[src/rtl/rf_writeback_arbiter_pkg.sv]
// Shared constants for the register-file writeback arbiter.
// Defaults mirror the core-wide widths (XLEN, RF index width, RF register count)
// plus the long-latency writeback queue depth and the B-side starvation limit.
package rf_writeback_arbiter_pkg;

    localparam int unsigned WB_XLEN       = 32;
    localparam int unsigned WB_RFIDX_W    = 5;
    localparam int unsigned WB_RFREG_NUM  = 32;
    localparam int unsigned WB_PC_W       = 32;
    localparam int unsigned WB_BQ_DEPTH   = 4;
    localparam int unsigned WB_STARVE_MAX = 8;

    // Width of one queued B entry: {pc, rd, data}
    function automatic int unsigned wb_entry_w(input int unsigned xlen, input int unsigned rfidx_w);
        return WB_PC_W + rfidx_w + xlen;
    endfunction

endpackage

[src/rtl/rf_writeback_arbiter_wb_fifo.sv]
// Synchronous FIFO holding long-latency writeback results.
// Ports:
//   clk, rstn   clock, async active-low reset (pointers and count only)
//   push, pop   enqueue din / dequeue head; both in one cycle is legal, even when full
//   din, dout   entry in / head entry out (dout valid when !empty_c)
//   full_c      count == DEPTH
//   empty_c     count == 0
//   count_c     occupancy, log2(DEPTH)+1 bits
module rf_writeback_arbiter_wb_fifo #(
    parameter int unsigned W     = 69,
    parameter int unsigned DEPTH = 4
) (
    input  logic                       clk,
    input  logic                       rstn,
    input  logic                       push,
    input  logic                       pop,
    input  logic [W-1:0]               din,
    output logic [W-1:0]               dout,
    output logic                       full_c,
    output logic                       empty_c,
    output logic [$clog2(DEPTH):0]     count_c
);

    localparam int unsigned AW = $clog2(DEPTH);
    localparam int unsigned CW = AW + 1;

    logic [W-1:0]  mem [DEPTH];
    logic [AW-1:0] wptr;
    logic [AW-1:0] rptr;
    logic [CW-1:0] cnt;
    logic          do_push;
    logic          do_pop;

    // A push on full only lands when the head leaves in the same cycle
    assign do_pop  = pop && !empty_c;
    assign do_push = push && (!full_c || do_pop);

    assign full_c  = (cnt == CW'(DEPTH));
    assign empty_c = (cnt == '0);
    assign count_c = cnt;
    assign dout    = mem[rptr];

    // Pointers and occupancy; DEPTH is a power of two so pointers wrap naturally
    always_ff @(posedge clk or negedge rstn) begin
        if (!rstn) begin
            wptr <= '0;
            rptr <= '0;
            cnt  <= '0;
        end else begin
            if (do_push) wptr <= wptr + AW'(1);
            if (do_pop)  rptr <= rptr + AW'(1);
            if (do_push && !do_pop)      cnt <= cnt + CW'(1);
            else if (!do_push && do_pop) cnt <= cnt - CW'(1);
        end
    end

    // Storage needs no reset; occupancy gates what is visible
    always_ff @(posedge clk) begin
        if (do_push) mem[wptr] <= din;
    end

endmodule

[src/rtl/rf_writeback_arbiter.sv]
// Register-file writeback arbiter: merges the in-order pipeline writeback (A) and
// queued long-latency results (B) onto the single RF write port, and keeps the
// pending-destination scoreboard read by decode hazard logic.
// Ports:
//   clk, rstn                         clock, async active-low reset
//   a_valid/a_ready/a_rd/a_data/a_pc  pipeline writeback; a_ready is combinational
//   b_valid/b_ready/b_rd/b_data/b_pc  long-latency push into the queue; b_ready = !full
//   iss_valid/iss_rd                  long-latency issue, marks iss_rd pending
//   pending                           registered scoreboard, bit 0 always 0
//   rf_we/rf_wa/rf_wd/rf_pc           registered RF write port, one cycle after grant
module rf_writeback_arbiter
    import rf_writeback_arbiter_pkg::*;
#(
    parameter int unsigned XLEN       = WB_XLEN,
    parameter int unsigned RFIDX_W    = WB_RFIDX_W,
    parameter int unsigned RFREG_NUM  = WB_RFREG_NUM,
    parameter int unsigned BQ_DEPTH   = WB_BQ_DEPTH,
    parameter int unsigned STARVE_MAX = WB_STARVE_MAX
) (
    input  logic                  clk,
    input  logic                  rstn,
    input  logic                  a_valid,
    output logic                  a_ready,
    input  logic [RFIDX_W-1:0]    a_rd,
    input  logic [XLEN-1:0]       a_data,
    input  logic [WB_PC_W-1:0]    a_pc,
    input  logic                  b_valid,
    output logic                  b_ready,
    input  logic [RFIDX_W-1:0]    b_rd,
    input  logic [XLEN-1:0]       b_data,
    input  logic [WB_PC_W-1:0]    b_pc,
    input  logic                  iss_valid,
    input  logic [RFIDX_W-1:0]    iss_rd,
    output logic [RFREG_NUM-1:0]  pending,
    output logic                  rf_we,
    output logic [RFIDX_W-1:0]    rf_wa,
    output logic [XLEN-1:0]       rf_wd,
    output logic [WB_PC_W-1:0]    rf_pc
);

    localparam int unsigned EW = wb_entry_w(XLEN, RFIDX_W);
    localparam int unsigned SW = $clog2(STARVE_MAX + 1);
    localparam int unsigned CW = $clog2(BQ_DEPTH) + 1;

    logic [EW-1:0]         bq_dout;
    logic                  bq_full;
    logic                  bq_empty;
    logic [CW-1:0]         bq_count;
    logic                  bq_push;

    logic [WB_PC_W-1:0]    head_pc;
    logic [RFIDX_W-1:0]    head_rd;
    logic [XLEN-1:0]       head_data;

    logic [SW-1:0]         starve_cnt;
    logic                  grant_a;
    logic                  grant_b;
    logic [RFREG_NUM-1:0]  pending_nxt;

    // Long-latency result queue
    assign bq_push = b_valid && b_ready;

    rf_writeback_arbiter_wb_fifo #(
        .W     (EW),
        .DEPTH (BQ_DEPTH)
    ) u_wb_fifo (
        .clk     (clk),
        .rstn    (rstn),
        .push    (bq_push),
        .pop     (grant_b),
        .din     ({b_pc, b_rd, b_data}),
        .dout    (bq_dout),
        .full_c  (bq_full),
        .empty_c (bq_empty),
        .count_c (bq_count)
    );

    assign head_pc   = bq_dout[EW-1 -: WB_PC_W];
    assign head_rd   = bq_dout[XLEN +: RFIDX_W];
    assign head_data = bq_dout[XLEN-1:0];

    // A has priority unless B's head has waited STARVE_MAX A wins
    assign grant_b = !bq_empty && (!a_valid || (starve_cnt == SW'(STARVE_MAX)));
    assign grant_a = a_valid && !grant_b;
    assign a_ready = !grant_b;
    // No pop look-through: a full queue refuses pushes even while draining
    assign b_ready = !bq_full;

    // Starvation counter: counts A wins over a waiting B head
    always_ff @(posedge clk or negedge rstn) begin
        if (!rstn) begin
            starve_cnt <= '0;
        end else if (bq_empty || grant_b) begin
            starve_cnt <= '0;
        end else if (grant_a && (starve_cnt != SW'(STARVE_MAX))) begin
            starve_cnt <= starve_cnt + SW'(1);
        end
    end

    // Scoreboard update; the set is applied last so a same-index set beats the retire clear
    always_comb begin
        pending_nxt = pending;
        if (grant_b) pending_nxt[head_rd] = 1'b0;
        if (iss_valid && (iss_rd != '0)) pending_nxt[iss_rd] = 1'b1;
        pending_nxt[0] = 1'b0;
    end

    always_ff @(posedge clk or negedge rstn) begin
        if (!rstn) pending <= '0;
        else       pending <= pending_nxt;
    end

    // RF write port; writes to x0 are consumed but never enabled
    always_ff @(posedge clk or negedge rstn) begin
        if (!rstn) begin
            rf_we <= 1'b0;
            rf_wa <= '0;
            rf_wd <= '0;
            rf_pc <= '0;
        end else if (grant_b) begin
            rf_we <= (head_rd != '0);
            rf_wa <= head_rd;
            rf_wd <= head_data;
            rf_pc <= head_pc;
        end else if (grant_a) begin
            rf_we <= (a_rd != '0);
            rf_wa <= a_rd;
            rf_wd <= a_data;
            rf_pc <= a_pc;
        end else begin
            rf_we <= 1'b0;
        end
    end

`ifndef SYNTHESIS
    // Issue logic must never let A write a register still owned by an in-flight B result
    a_b_rd_overlap: assert property (@(posedge clk) disable iff (!rstn)
        !(grant_a && (a_rd != '0) && pending[a_rd]))
        else $error("A writeback to rd %0d while a long-latency result is pending", a_rd);

    bq_count_bound: assert property (@(posedge clk) disable iff (!rstn)
        bq_count <= CW'(BQ_DEPTH))
        else $error("writeback queue occupancy out of range: %0d", bq_count);
`endif

endmodule
[config.mk]
export PLATFORM = sky130hd
export DESIGN_NAME = rf_writeback_arbiter
export DESIGN_NICKNAME = d
export VERILOG_FILES = /design/src/rtl/rf_writeback_arbiter_pkg.sv /design/src/rtl/rf_writeback_arbiter_wb_fifo.sv /design/src/rtl/rf_writeback_arbiter.sv
export SDC_FILE = /design/constraint.sdc
export NUM_CORES = 1
export LEC_CHECK = 0
export BUFFER_PORTS_ARGS = -buffer_cell sky130_fd_sc_hd__buf_2
export CAP_MARGIN = 20
export CORE_UTILIZATION = 45
export DETAILED_ROUTE_END_ITERATION = 10
export GPL_TIMING_DRIVEN = 1
export MAX_ROUTING_LAYER = met4
export PLACE_DENSITY = 0.66
export SYNTH_ARGS = -nofsm -noshare
export SYNTH_HDL_FRONTEND = slang
export SYNTH_SLANG_ARGS = --single-unit
[constraint.sdc]
create_clock -name clk -period 3.1 [get_ports clk]
set_input_delay 0.31 -clock clk [delete_from_list [all_inputs] [get_ports clk]]
set_output_delay 0.31 -clock clk [all_outputs]
set_load 0.05 [all_outputs]
# == Yosys cells after proc, flatten, opt, wreduce, memory -nomap -nowiden ==
# Memories as Yosys holds them, arrays and structs flattened.
# Cells that the tools add are included.
# op_classes
addsub,5
magnitude_cmp,4
n_eq_ne,3
mux,20
n_bitwise,3
n_reduce_logical,27
# ops
cell,n
$mux W32,6
$and A32 B32 Y32,1
$not A32 Y32,1
$or A32 B32 Y32,1
$reduce_bool A5 Y1,3
$lt A5 B6 Y1 const B,2
$logic_and A1 B1 Y1,11
$demux W1 S5,2
$ge A5 B1 Y1 const B,2
$mux W5,2
$mux W4,2
$logic_not A1 Y1,6
$mux W1,6
$mux W3,2
$reduce_bool A2 Y1,3
$add A2 B1 Y2 const B,2
$add A4 B1 Y4 const B,1
$eq A4 B4 Y1 const B,1
$ne A4 B4 Y1 const B,1
$add A3 B1 Y3 const B,1
$eq A3 B3 Y1 const B,1
$logic_not A3 Y1,1
$logic_or A1 B1 Y1,3
$sub A3 B1 Y3 const B,1
# word_totals
reg_bits,112
ram_bits,276
in_bits,148
output_inout_bits,104
wordCells,72
n_memories,1
# mem_list
memory,depth,width,read_ports,rd_clocked_by_memory_dff,write_ports,line_no,text
u_wb_fifo.mem,4,69,1,0,1,rf_writeback_arbiter_wb_fifo.sv:27,logic [W-1:0] mem [DEPTH];

# == Longest topological paths before layout ==
# Gate-level depths: netlist of the first run.
# logic_depth
depth_word,10
depth_mapped,13
mapped_depth_nobuf,10

# == Modules after synthesis ==
# A second synthesis of the first run with hierarchy kept.
# hier_totals
hier_cells,825
hier_area_um2,15283.4
# by_module_without_submodules
mod,instances,cells_per_inst,area_per_inst_um2,seq_area_each_um2
rf_writeback_arbiter_wb_fifo,1,396,10455.0,8463.1
rf_writeback_arbiter,1,429,4828.4,2627.5

# == Worst setup path before layout of the first run ==
# No wires, ideal clock.
# synth_timing
kind,register -> register
from,"register u_wb_fifo.cnt[0], in the netlist u_wb_fifo.count_c[0]"
to,"memory u_wb_fifo.mem[0][0], enable pin"
setup_time_ns,0.435
arrival_time_ns,2.694
t_required_ns,2.665
setup_slack_ns,-0.029
stages_incl_launch_ff,4
path_buffers,0
period_less_slack_ns,3.129
path_cell_list,dfrtp_1 -> inv_1 -> nand3_1 -> and3_1
# synth_via
elab_cells_between_ends,11
classes_between,eq/ne: 1; mux: 2; reduce/logical: 8
# synth_lines
element,line_no,text
start: declaration,rf_writeback_arbiter_wb_fifo.sv:30,logic [CW-1:0] cnt;
start signal: assignment,rf_writeback_arbiter_wb_fifo.sv:52,if (do_push && !do_pop) cnt <= cnt + CW'(1);
start signal: assignment,rf_writeback_arbiter_wb_fifo.sv:53,else if (!do_push && do_pop) cnt <= cnt - CW'(1);
$eq A3 B3 Y1 (*),rf_writeback_arbiter_wb_fifo.sv:38,assign full_c = (cnt == CW'(DEPTH));
$logic_not A1 Y1 (*),rf_writeback_arbiter.sv:87,assign b_ready = !bq_full;
named net b_ready,rf_writeback_arbiter.sv:28,"output logic b_ready,"
$logic_and A1 B1 Y1 or $logic_or A1 B1 Y1 (tied branches),"rf_writeback_arbiter.sv:61, rf_writeback_arbiter_wb_fifo.sv:36",
$logic_and A1 B1 Y1 (*),rf_writeback_arbiter_wb_fifo.sv:36,assign do_push = push && (!full_c || do_pop);
$mux W1 (*),rf_writeback_arbiter_wb_fifo.sv:59,if (do_push) mem[wptr] <= din;
$mux W1 (not written as such) (*),rf_writeback_arbiter_wb_fifo.sv:59,
end: declaration,rf_writeback_arbiter_wb_fifo.sv:27,
# The timed path passes the listed nets; every way through them passes the cells marked *.

# == Worst setup path after layout of the first run ==
# layout_timing
from,"register u_wb_fifo.cnt[1], in the netlist u_wb_fifo.count_c[1]"
to,output port a_ready
# layout_via
elab_chain_len,4
# layout_lines
element,line_no,text
$logic_not A3 Y1,rf_writeback_arbiter_wb_fifo.sv:39,assign empty_c = (cnt == '0);
$logic_not A1 Y1,rf_writeback_arbiter.sv:83,assign grant_b = !bq_empty && (!a_valid || (starve_cnt == SW'(STARVE_MAX)));
$logic_and A1 B1 Y1,rf_writeback_arbiter.sv:83,
$logic_not A1 Y1,rf_writeback_arbiter.sv:85,assign a_ready = !grant_b;
end: declaration,rf_writeback_arbiter.sv:23,"output logic a_ready,"
# No other way between the ends.

==> summary.txt, run 1 <==
Die outline area - 34500 µm²
Total number of clock tree sinks - 388
Resized Gates After CTS - 0
Normalized max-slew margin - 24.8%
CP Max Fanout - 7
Dominant cell by count in the synthesized netlist - sky130_fd_sc_hd__edfxtp_1
Critical path startpoint category - register
Setup TNS - 0 ns
Transition time at the pin with the least slew margin - 1.13 ns
Detailed-router iteration count before antenna repair - 5
Antenna violations before repair - 3
Ports placed on the boundary - 252
Synth Cell Area - 15200 µm²
Finish-stage setup viols - 0
Ranking of synthesized cells by instance count - 276 x sky130_fd_sc_hd__edfxtp_1, 112 x sky130_fd_sc_hd__dfrtp_1, 110 x sky130_fd_sc_hd__nand2_1
Achievable frequency - 439 MHz
Data required time of the critical path - 2.79 ns
Detailed-route wire length - 33.2 mm
Chip Height - 186 µm
Switching Share - 38.4%
Unrepaired setup endpoints after global routing - no
Global-route wire length before repair - 50.4 mm
Buffer cell driving the clock tree root - sky130_fd_sc_hd__clkbuf_16
Multiplexer share of the synthesized area - 14.8%
Final net count - 1375
Internal cell power - 12.0 mW
Internal reg-to-reg setup slack - 0.84 ns
Number of placement rows - 66
CTS buffer count - 40
Buffers added on ports - 250
Flip-flop and latch count after synthesis - 388
Sw Pwr - 7.47 mW
Number of global-route vias before repair - 9164
H-Tree Level Count - 2
Gate power share - 36.5%
Final period util - 73.5%
Final HPWL DP - 20.8 mm
Post-CTS Hold Buffers - 67
Clock period minus worst slack - 2.28 ns
Share of post-route cells with drive strength above 1 - 32.4%
Worst setup startpoint - u_wb_fifo.count_c[1]$_DFFE_PN0P_
Slowest cell on the critical path - sky130_fd_sc_hd__nor3_1
Max Transition Viols Final - 0
Post-synthesis simple-gate area fraction - 4.63%
PD cells - 1020 nW/µm²
Number of nets with antenna violations after detailed routing - 0
Reg2Reg Capture Point - pending[17]$_DFF_PN0_
Count of vias placed by the detailed router - 8987
Complex-gate fraction of the synthesized area - 4.63%
Worst skew pair latency - 0.54 ns
Standby leakage power - 7.37 nW
Drt wl/cell - 19.6 µm
Arrival time at the worst endpoint - 1.97 ns
Primary FF master, synth - sky130_fd_sc_hd__edfxtp_1
Cell count after synthesis - 892
Status - completed
Maximum root-to-sink buffer count - 3
Asr flop ratio synth - 28.9%
DR DRC count - 0
Share of power burned in the clock network - 23.4%
Dominant cells by area after synthesis - sky130_fd_sc_hd__edfxtp_1 55%, sky130_fd_sc_hd__dfrtp_1 18%, sky130_fd_sc_hd__mux4_2 10%
CTS clock-pin slew for the worst setup and hold paths - 0.06 ns
Overall overflow remaining after global route - 0
Fraction of the yosys area taken by sequential cells - 73.0%
Hold violation count in the final report - 0
CP Class - reg -> out
Floorplan die width - 186 µm
Area share of the largest cell type after synthesis - 54.5%
Global router's overall resource usage - 19.9%
Worst setup EP type - output port
Utilization after layout - 57.7%
Synth Area in XOR/XNOR - 0.461%
Critical path capture point - a_ready
Maximum number of pins on one net before global-route repair - 78
Fillers - 2622
CP peak stage delay - 0.43 ns
Area of the core - 32900 µm²
Yosys Warn Count - 0
Unique masters post-synth - 41
Net Count, Synth - 1048
Worst Reg2Reg Path Length in Cells - 3
Min-delay worst type - in -> reg
Average instance area after synthesis - 17.0 µm²
Routability congestion estimate from global placement - 0.833
Area growth from synthesis to layout - 24.8%
Initial Util - 46.2%
Post-DR vias/cell - 5.30
Setup clock skew after layout - 0.0175 ns
Cell accounting for the most synthesized area - sky130_fd_sc_hd__edfxtp_1
Number of violations reported at the end of detailed-routing iteration 0 - 635
FF-to-FF Start - u_wb_fifo.rptr[0]$_DFFE_PN0P_
Max-cap violations - 0
Adder-cell share of the synthesized area - 0.708%
EDFF count, synth - 276
Clock tree from TritonCTS - built
Max IR drop VDD - 0.720 mV
Total setup buffers inserted after CTS - 0
Sequential power share - 40.1%
Cell Chain, Critical Path - nor3_1, a21oi_4, inv_2, buf_2
Largest family of logic cells by synthesized area - multiplexers
[how the worst min path moves through the flow]
stage / start / endpoint / slack [ns] / cells after the start
finish: b_data[16] / u_wb_fifo.mem[1][16]$_DFFE_PP_ / 0.02 / 1
detailed placement: rstn / rf_wd[30]$_DFFE_PN0P_ / 0.36 / 1
global route: b_data[16] / u_wb_fifo.mem[0][16]$_DFFE_PP_ / 0.01 / 1
CTS: b_data[15] / u_wb_fifo.mem[2][15]$_DFFE_PP_ / 0.0007 / 1
global placement: rstn / rf_wd[30]$_DFFE_PN0P_ / 0.35 / 1
floorplan: rstn / pending[10]$_DFF_PN0_ / 0.01 / 0
[layout by cell type, fill, tap and decap left out, types with 2 or more instances in the layout]
cell,n
sky130_fd_sc_hd__a21oi_1,26
sky130_fd_sc_hd__a31oi_1,8
sky130_fd_sc_hd__a41oi_1,8
sky130_fd_sc_hd__and2_1,2
sky130_fd_sc_hd__and3_4,4
sky130_fd_sc_hd__buf_12,6
sky130_fd_sc_hd__buf_2,248
sky130_fd_sc_hd__buf_4,14
sky130_fd_sc_hd__clkbuf_1,15
sky130_fd_sc_hd__clkbuf_16,42
sky130_fd_sc_hd__clkbuf_8,4
sky130_fd_sc_hd__clkinv_1,2
sky130_fd_sc_hd__clkinv_2,7
sky130_fd_sc_hd__dfrtp_1,110
sky130_fd_sc_hd__dfrtp_4,2
sky130_fd_sc_hd__diode_2,3
sky130_fd_sc_hd__dlygate4sd3_1,67
sky130_fd_sc_hd__edfxtp_1,276
sky130_fd_sc_hd__ha_1,7
sky130_fd_sc_hd__inv_1,9
sky130_fd_sc_hd__inv_16,2
sky130_fd_sc_hd__mux2i_1,69
sky130_fd_sc_hd__mux4_2,69
sky130_fd_sc_hd__nand2_1,110
sky130_fd_sc_hd__nand2b_1,3
sky130_fd_sc_hd__nand3_1,4
sky130_fd_sc_hd__nand3b_1,4
sky130_fd_sc_hd__nor2_1,14
sky130_fd_sc_hd__nor2b_1,4
sky130_fd_sc_hd__nor3_1,3
sky130_fd_sc_hd__nor3b_2,2
sky130_fd_sc_hd__o21ai_0,74
sky130_fd_sc_hd__o21ai_1,10
sky130_fd_sc_hd__or3b_1,3
sky130_fd_sc_hd__xnor2_1,6
sky130_fd_sc_hd__xor2_1,2
[per-stage QoR]
step / power, mW / hold WS, ns / cells / setup WS [ns] / area (µm²)
2_1_floorplan: 13.0 / 0.0144 / 892 / 0.426 / 15200
3_3_place_gp: 14.9 / 0.347 / 1551 / 0.906 / 17000
3_5_place_dp: 15.0 / 0.356 / 1551 / 0.882 / 17000
4_1_cts: 19.6 / 0.000736 / 1691 / 0.783 / 18900
5_1_grt: 20.4 / 0.0121 / 1695 / 0.669 / 19000
6_report: 19.4 / 0.0213 / 1695 / 0.821 / 19000
[cell families (layout without fill, tap and decap cells)]
kind of cell | Yosys count | in the layout
xor+xnor | 8 | 8
mux | 139 | 139
compound gates | 130 | 130
other cells | 1 | 4
flops | 388 | 388
buf+inv | 60 | 418
simple gates | 158 | 158
fa+ha+maj | 8 | 8
[sequential cells by signal, summed over array words and instances (netlist names)]
signal	cells
u_wb_fifo.mem	276
u_wb_fifo.count_c	3
rf_pc	32
u_wb_fifo.wptr	2
u_wb_fifo.rptr	2
rf_wd	32
pending	31
starve_cnt	4
rf_we	1
rf_wa	5
[power by group through the flow]
stage	registers (mW)	logic (mW)	clock network, mW
2_1_floorplan	9.96	3.04	0
3_3_place_gp	7.85	7.05	0
3_5_place_dp	7.88	7.11	0
4_1_cts	7.80	7.19	4.66
5_1_grt	7.94	7.60	4.83
6_report	7.79	7.09	4.55
[final cells by class]
class / count / area (µm²) / area share [%]
antenna: 3 / 7.51 / 0.0396
clock buffer: 61 / 1160 / 6.13
clock inverter: 12 / 91.3 / 0.482
inverter: 10 / 37.5 / 0.198
multi-input combinational: 444 / 3880 / 20.4
sequential: 388 / 11100 / 58.5
tap: 442 / 553 / 2.92
timing repair buffer: 335 / 2140 / 11.3
[layer usage]
metal	up-vias	global-route usage [%]	wire (µm)
li1	4091	-	-
met1	4520	26.5	14300
met4	0	4.82	485
met5	-	-	0
met2	326	32.0	16300
met3	50	3.35	2120
[critical path, delay by kind of cell (launching register included)]
family	cells	cell delay, ns
buf+inv	2	0.51
simple gates	1	0.43
flops	1	0.41
compound gates	1	0.09
Power figures use the tool's default switching activity.
==> run 2: changes to the inputs <==
- clock period: 3.1 -> 2.36 ns (I/O delays scaled with it)
==> summary.txt, run 2 (synthesized netlist as in run 1, its figures left out) <==
Final HPWL DP - 19.6 mm (was 20.8 mm)
Share of post-route cells with drive strength above 1 - 32.6% (was 32.4%)
Data required time of the critical path - 2.78 ns (was 2.79 ns)
Total number of clock tree sinks - 388 (unchanged)
Detailed-router iteration count before antenna repair - 5 (unchanged)
Chip Height - 186 µm (unchanged)
Max IR drop VDD - 1.05 mV (was 0.720 mV)
PD cells - 1340 nW/µm² (was 1020 nW/µm²)
Crit path buffers/inverters - 2 (unchanged)
Final period util - 91.1%
Worst Reg2Reg Path Length in Cells - 10 (was 3)
Max reg flops - 276 (unchanged)
Achievable frequency - 465 MHz
Slowest cell on the critical path - sky130_fd_sc_hd__dfrtp_1 (was sky130_fd_sc_hd__nor3_1)
Die outline area - 34500 µm² (unchanged)
Setup TNS - 0 ns (unchanged)
Maximum number of pins on one net before global-route repair - 81 (was 78)
CTS buffer count - 41 (was 40)
Buffers added on ports - 250 (unchanged)
Cell area reported after detailed placement - 17200 µm² (was 17000 µm²)
Standby leakage power - 7.56 nW (was 7.37 nW)
Initial Util - 46.2% (unchanged)
Hold violation count in the final report - 0 (unchanged)
Final instance area - 19400 µm² (was 19000 µm²)
Worst skew pair latency - 0.52 ns (was 0.54 ns)
Clock period minus worst slack - 2.15 ns
Number of global-route vias before repair - 9138 (was 9164)
Resized Gates After CTS - 0 (unchanged)
Setup clock skew after layout - 0.0231 ns (was 0.0175 ns)
Total setup buffers inserted after CTS - 0 (unchanged)
Min-delay worst type - in -> reg (unchanged)
Top register by number of flip-flops - u_wb_fifo.mem (unchanged)
Routability congestion estimate from global placement - 0.838 (was 0.833)
H-Tree Level Count - 2 (unchanged)
Worst Hold Depth - 3 (was 1)
Area of the core - 32900 µm² (unchanged)
Final net count - 1403 (was 1375)
Worst setup EP type - register (was output port)
CP Class - reg -> reg (was reg -> out)
Wire length on met3 - 1.97 mm (was 2.12 mm)
Max Transition Viols Final - 0 (unchanged)
Clock tree from TritonCTS - built (unchanged)
Normalized max-slew margin - 53.7% (was 24.8%)
Antenna violations before repair - 4 (was 3)
Drt wl/cell - 18.7 µm (was 19.6 µm)
Unrepaired setup endpoints after global routing - no (unchanged)
DR DRC count - 0 (unchanged)
Cell Chain, Critical Path - inv_1, ha_1, nand3b_1, a21oi_4, inv_1, ha_1, fa_2, xnor2_1, nor2_1, xor2_1 (was nor3_1, a21oi_4, inv_2, buf_2)
Status - completed (unchanged)
Max-cap violations - 0 (unchanged)
Overall overflow remaining after global route - 0 (unchanged)
Most common cell after layout, fill and taps aside - sky130_fd_sc_hd__edfxtp_1 (unchanged)
Maximum root-to-sink buffer count - 3 (unchanged)
Internal reg-to-reg setup slack - 0.21 ns (was 0.84 ns)
Buffer cell driving the clock tree root - sky130_fd_sc_hd__clkbuf_16 (unchanged)
Number of placement rows - 66 (unchanged)
Global router's overall resource usage - 19.6% (was 19.9%)
CP Max Fanout - 4 (was 7)
Fillers - 2567 (was 2622)
CTS clock-pin slew for the worst setup and hold paths - 0.06 ns (about the same)
Reg2Reg Capture Point - u_wb_fifo.count_c[2]$_DFFE_PN0P_ (was pending[17]$_DFF_PN0_)
FF-to-FF Start - starve_cnt[0]$_DFFE_PN0P_ (was u_wb_fifo.rptr[0]$_DFFE_PN0P_)
Number of nets with antenna violations after detailed routing - 0 (unchanged)
Global-route wire length before repair - 50.2 mm (was 50.4 mm)
Critical path startpoint category - register (unchanged)
Detailed-route wire length - 32.3 mm (was 33.2 mm)
Count of vias placed by the detailed router - 8996 (was 8987)
Uppermost metal layer occupied by signal nets - met4 (unchanged)
Biggest registers after layout - u_wb_fifo.mem x276, rf_pc x32, rf_wd x32 (unchanged)
Hold path startpoint - a_pc[21] (was b_data[16])
Transition time at the pin with the least slew margin - 0.689 ns (was 1.13 ns)
Area growth from synthesis to layout - 27.8% (was 24.8%)
Finish-stage setup viols - 0 (unchanged)
Number of violations reported at the end of detailed-routing iteration 0 - 466 (was 635)
Floorplan die width - 186 µm (unchanged)
Total length of routed met2 wires - 15.7 mm (was 16.3 mm)
Hold EP - rf_pc[21]$_DFFE_PN0P_ (was u_wb_fifo.mem[1][16]$_DFFE_PP_)
Commonest cells after routing, fill and taps aside - 276 x sky130_fd_sc_hd__edfxtp_1, 248 x sky130_fd_sc_hd__buf_2, 110 x sky130_fd_sc_hd__nand2_1, 110 x sky130_fd_sc_hd__dfrtp_1, 89 x sky130_fd_sc_hd__dlygate4sd3_1 (was 276 x sky130_fd_sc_hd__edfxtp_1, 248 x sky130_fd_sc_hd__buf_2, 110 x sky130_fd_sc_hd__nand2_1, 110 x sky130_fd_sc_hd__dfrtp_1, 74 x sky130_fd_sc_hd__o21ai_0)
Post-DR vias/cell - 5.22 (was 5.30)
Top cell family by delay on the critical path - adder cells (was buffers and inverters)
CP peak stage delay - 0.41 ns (was 0.43 ns)
Arrival time at the worst endpoint - 2.57 ns (was 1.97 ns)
Ports placed on the boundary - 252 (unchanged)
Routed length on met1 - 14.0 mm (was 14.3 mm)
Post-CTS Hold Buffers - 89 (was 67)
## run 2: area by class of cell
cell class              instances  area [µm²]  area share (%)
flip-flops and latches        388       11100            57.1
multi-input cells             444        3880            20.0
repair buffers                362        2470            12.7
clock buffers                  60        1180            6.07
well taps                     442         553            2.85
clock inverters                15         189           0.973
inverters                      10        37.5           0.193
diodes                          4        10.0          0.0515
## run 2: tightest hold or removal path: stages
cell,delay [ns]
sky130_fd_sc_hd__buf_2,0.08
sky130_fd_sc_hd__mux2i_1,0.05
sky130_fd_sc_hd__o21ai_0,0.13
## run 2: worst max path at each step
stage / from / endpoint / slack [ns] / depth (start not counted)
2_1_floorplan: starve_cnt[0]$_DFFE_PN0P_ / u_wb_fifo.count_c[2]$_DFFE_PN0P_ / 0.01 / 13
3_3_place_gp: starve_cnt[0]$_DFFE_PN0P_ / u_wb_fifo.count_c[2]$_DFFE_PN0P_ / 0.25 / 10
3_5_place_dp: starve_cnt[0]$_DFFE_PN0P_ / u_wb_fifo.count_c[2]$_DFFE_PN0P_ / 0.21 / 10
4_1_cts: starve_cnt[0]$_DFFE_PN0P_ / u_wb_fifo.count_c[2]$_DFFE_PN0P_ / 0.19 / 10
5_1_grt: starve_cnt[0]$_DFFE_PN0P_ / u_wb_fifo.count_c[2]$_DFFE_PN0P_ / 0.04 / 10
6_report: starve_cnt[0]$_DFFE_PN0P_ / u_wb_fifo.count_c[2]$_DFFE_PN0P_ / 0.21 / 10
## run 2: per-stage QoR
step	total power, mW	hold WS (ns)	setup WS [ns]	std cells	util [%]
after floorplan	17.1	-0.0596	0.0134	892	-
after global placement	19.6	0.246	0.254	1557	52.2
after detailed placement	19.7	0.240	0.212	1557	52.2
after CTS	26.3	0.000588	0.189	1721	59.1
after global routing	27.3	0.0125	0.0377	1725	59.1
final	26.1	0.00689	0.211	1725	59.1
## run 2: report_power, final
group | internal [mW] | switching, mW | leakage (nW)
clock network | 3.91 | 2.52 | 0.664
logic | 3.08 | 6.42 | 3.01
registers | 9.33 | 0.801 | 3.88
## run 2: routing by layer
layer  track usage (%)  vias up
met5                 -        -
met4              4.46        0
met3              3.44       43
met2              31.8      311
met1              25.9     4499
li1                  -     4143
==> run 3: changes to the inputs <==
- CAP_MARGIN: 20 -> unset
- SYNTH_HIERARCHICAL: unset -> 1
==> summary.txt, run 3 <==
CTS clock-pin slew for the worst setup and hold paths - 0.06 ns (about the same)
Largest family of logic cells by synthesized area - multiplexers (unchanged)
Chip Height - 186 µm (about the same)
Hold violation count in the final report - 0 (unchanged)
Worst-case setup slack after placement - 0.0479 ns (was 0.212 ns)
Buffers added on ports - 250 (unchanged)
Dominant cell by count in the synthesized netlist - sky130_fd_sc_hd__edfxtp_1 (unchanged)
Cell count after synthesis - 825 (was 892)
Number of violations reported at the end of detailed-routing iteration 0 - 713 (was 466)
Flip-flop and latch count after synthesis - 388 (unchanged)
Final HPWL DP - 21.7 mm (was 19.6 mm)
Setup ws final - 0.0592 ns (was 0.211 ns)
Post-DR vias/cell - 5.35 (was 5.22)
Commonest cells after routing, fill and taps aside - 276 x sky130_fd_sc_hd__edfxtp_1, 248 x sky130_fd_sc_hd__buf_2, 139 x sky130_fd_sc_hd__dlygate4sd3_1 (was 276 x sky130_fd_sc_hd__edfxtp_1, 248 x sky130_fd_sc_hd__buf_2, 110 x sky130_fd_sc_hd__nand2_1, 110 x sky130_fd_sc_hd__dfrtp_1, 89 x sky130_fd_sc_hd__dlygate4sd3_1)
Max reg flops - 276 (unchanged)
Achievable frequency - 435 MHz (was 465 MHz)
Area of the core - 33400 µm² (was 32900 µm²)
Number of placement rows - 67 (was 66)
Area share of the largest cell type after synthesis - 54.2% (was 54.5%)
Cell accounting for the most synthesized area - sky130_fd_sc_hd__edfxtp_1 (unchanged)
Grt met3 use - 3.52% (was 3.44%)
Data required time of the critical path - 2.78 ns (about the same)
Normalized max-slew margin - 34.9% (was 53.7%)
Complex-gate fraction of the synthesized area - 7.56% (was 4.63%)
Primary FF master, synth - sky130_fd_sc_hd__edfxtp_1 (unchanged)
Total number of clock tree sinks - 388 (unchanged)
Max IR drop VDD - 0.844 mV (was 1.05 mV)
Routability congestion estimate from global placement - 0.826 (was 0.838)
Ranking of synthesized cells by instance count - 276 x sky130_fd_sc_hd__edfxtp_1, 112 x sky130_fd_sc_hd__dfrtp_1, 73 x sky130_fd_sc_hd__and2_1 (was 276 x sky130_fd_sc_hd__edfxtp_1, 112 x sky130_fd_sc_hd__dfrtp_1, 110 x sky130_fd_sc_hd__nand2_1)
H-Tree Level Count - 2 (unchanged)
Antenna violations before repair - 3 (was 4)
CTS buffer count - 41 (unchanged)
Asr flop ratio synth - 28.9% (unchanged)
PD cells - 1290 nW/µm² (was 1340 nW/µm²)
Worst skew pair latency - 0.52 ns (about the same)
DR DRC count - 0 (unchanged)
Status - completed (unchanged)
Critical path startpoint category - register (unchanged)
Min-delay worst type - in -> reg (unchanged)
Transition time at the pin with the least slew margin - 0.976 ns (was 0.689 ns)
Number of nets with antenna violations after detailed routing - 0 (unchanged)
Ports placed on the boundary - 252 (unchanged)
Worst slack on hold paths - 0.126 ns (was 0.00689 ns)
Yosys Warn Count - 6 (was 0)
Multiplexer share of the synthesized area - 10.4% (was 14.8%)
Global router's overall resource usage - 21.2% (was 19.6%)
Floorplan die width - 186 µm (about the same)
Detailed-router iteration count before antenna repair - 5 (unchanged)
Average instance area after synthesis - 18.5 µm² (was 17.0 µm²)
CP Max Fanout - 4 (unchanged)
CP Class - reg -> reg (unchanged)
Share of post-route cells with drive strength above 1 - 35.4% (was 32.6%)
Drt wl/cell - 20.7 µm (was 18.7 µm)
Standby leakage power - 7.78 nW (was 7.56 nW)
Maximum root-to-sink buffer count - 3 (unchanged)
Met1 Usage GRT - 28.2% (was 25.9%)
Unique masters post-synth - 46 (was 41)
Met2 Resource Use GR - 34.0% (was 31.8%)
Fillers - 2441 (was 2567)
Most common cell after layout, fill and taps aside - sky130_fd_sc_hd__edfxtp_1 (unchanged)
Initial Util - 45.7% (was 46.2%)
Overall overflow remaining after global route - 0 (unchanged)
Utilization after layout - 60.5% (was 59.1%)
Detailed-route wire length - 35.7 mm (was 32.3 mm)
Clock period minus worst slack - 2.30 ns (was 2.15 ns)
Area growth from synthesis to layout - 32.3% (was 27.8%)
Worst setup EP type - register (unchanged)
Top register by number of flip-flops - u_wb_fifo/mem (was u_wb_fifo.mem)
Arrival time at the worst endpoint - 2.72 ns (was 2.57 ns)
Number of global-route vias before repair - 9360 (was 9138)
Final net count - 1397 (was 1403)
Setup clock skew after layout - 0.0210 ns (was 0.0231 ns)
Fraction of the yosys area taken by sequential cells - 72.6% (was 73.0%)
Layer with the highest usage - met2 (unchanged)
Dominant cells by area after synthesis - sky130_fd_sc_hd__edfxtp_1 54%, sky130_fd_sc_hd__dfrtp_1 18%, sky130_fd_sc_hd__mux4_2 10% (was sky130_fd_sc_hd__edfxtp_1 55%, sky130_fd_sc_hd__dfrtp_1 18%, sky130_fd_sc_hd__mux4_2 10%)
Net Count, Synth - 981 (was 1048)
Synth Area in XOR/XNOR - 0.458% (was 0.461%)
Maximum number of pins on one net before global-route repair - 70 (was 81)
Max Transition Viols Final - 0 (unchanged)
Max-cap violations - 0 (unchanged)
Final period util - 97.5% (was 91.1%)
EDFF count, synth - 276 (unchanged)
Synth Cell Area - 15300 µm² (was 15200 µm²)
Clock tree from TritonCTS - built (unchanged)
Unrepaired setup endpoints after global routing - yes (was no)
Finish-stage setup viols - 0 (unchanged)
Post-synthesis simple-gate area fraction - 4.90% (was 4.63%)
Adder-cell share of the synthesized area - 0.704% (was 0.708%)
Die outline area - 34700 µm² (was 34500 µm²)
Biggest registers after layout - u_wb_fifo/mem x276, rf_pc x32, rf_wd x32 (was u_wb_fifo.mem x276, rf_pc x32, rf_wd x32)
Global-route wire length before repair - 53.2 mm (was 50.2 mm)
Count of vias placed by the detailed router - 9221 (was 8996)
Buffer cell driving the clock tree root - sky130_fd_sc_hd__clkbuf_16 (unchanged)
-- run 3: changes by cell type after synthesis, sizes merged, moves of 12 or more --
| cell | change |
|---|---|
| nand2 | -105 |
| o21ai | -83 |
| and2 | +70 |
| a221o | +69 |
| mux2i | -68 |
| inv | +31 |
| o22ai | +31 |
| a211oi | +27 |
| a21oi | -26 |
| nor2 | -12 |
-- run 3: cells by family after synthesis --
kind of cell               Yosys count
buffers and inverters               96
AOI/OAI and AO/OA                  135
and+or+nand+nor                    117
adders and majority gates            8
DFF                                388
xor gates and xnor gates             8
other                                1
muxes                               72
-- run 3: timing repair --
| action | in CTS | in global routing |
|---|---|---|
| gates cloned | 2 | 0 |
| endpoints found under the setup margin | 1 | 124 |
| hold endpoints to repair | 373 | 0 |
| hold buffers | 139 | 0 |
| pin swaps | 2 | 4 |
| setup buffers | 4 | 1 |
| resized for setup | 3 | 5 |
-- run 3: layout make-up --
cell class | instances | area [µm²] | share of cell area (%)
Tap cell | 448 | 561 | 2.77
Inverter | 41 | 156 | 0.773
Clock inverter | 26 | 295 | 1.46
Clock buffer | 50 | 1130 | 5.60
Timing Repair Buffer | 428 | 3230 | 16.0
Sequential cell | 388 | 11100 | 54.9
Multi-Input combinational cell | 341 | 3740 | 18.5
Antenna cell | 3 | 7.51 | 0.0371
-- run 3: critical path, cell delays in order (launching register included) --
cell and delay, ns:
sky130_fd_sc_hd__dfrtp_1 0.39, sky130_fd_sc_hd__inv_1 0.07, sky130_fd_sc_hd__ha_2 0.19, sky130_fd_sc_hd__nand3b_4 0.09, sky130_fd_sc_hd__a21oi_4 0.25, sky130_fd_sc_hd__inv_4 0.05
sky130_fd_sc_hd__a21boi_4 0.19, sky130_fd_sc_hd__ha_4 0.16, sky130_fd_sc_hd__inv_2 0.04, sky130_fd_sc_hd__fa_2 0.34, sky130_fd_sc_hd__xor2_1 0.15, sky130_fd_sc_hd__nor2_1 0.11
sky130_fd_sc_hd__xor2_1 0.18
-- run 3: power by group --
part	internal, mW	leakage, nW	switching, mW
Clock	4.09	0.704	2.60
Sequential	9.22	3.88	0.723
Combinational	3.48	3.20	6.02
Total	16.8	7.78	9.34
-- run 3: metrics by stage --
step | TNS, ns | instance area [µm²] | total power [mW] | instances
detailed placement | 0 | 17300 | 19.3 | 1500
global route | -0.0591 | 20200 | 27.3 | 1725
finish | 0 | 20200 | 26.1 | 1725
global placement | 0 | 17300 | 19.1 | 1500
CTS | 0 | 20200 | 26.3 | 1721
floorplan | -11.84 | 15300 | 16.7 | 825
-- run 3: path summary, 6_finish.rpt --
check	slack, ns	cells after the start	to	startpoint
min in group asynchronous	0.22	2	pending[22]$_DFF_PN0_	rstn
min reg2reg	0.52	2	pending[8]$_DFF_PN0_	pending[8]$_DFF_PN0_
min	0.13	3	pending[13]$_DFF_PN0_	iss_rd[3]
max in group asynchronous	1.51	3	rf_pc[7]$_DFFE_PN0P_	rstn
max reg2reg	0.06	12	u_wb_fifo/count_c[2]$_DFFE_PN0P_	starve_cnt[1]$_DFFE_PN0P_
max	0.06	12	u_wb_fifo/count_c[2]$_DFFE_PN0P_	starve_cnt[1]$_DFFE_PN0P_
-- run 3: routing by layer --
metal	wire length [µm]	vias up
met4	767	0
met2	17500	363
met5	0	-
li1	-	4142
met3	2360	59
met1	15000	4657
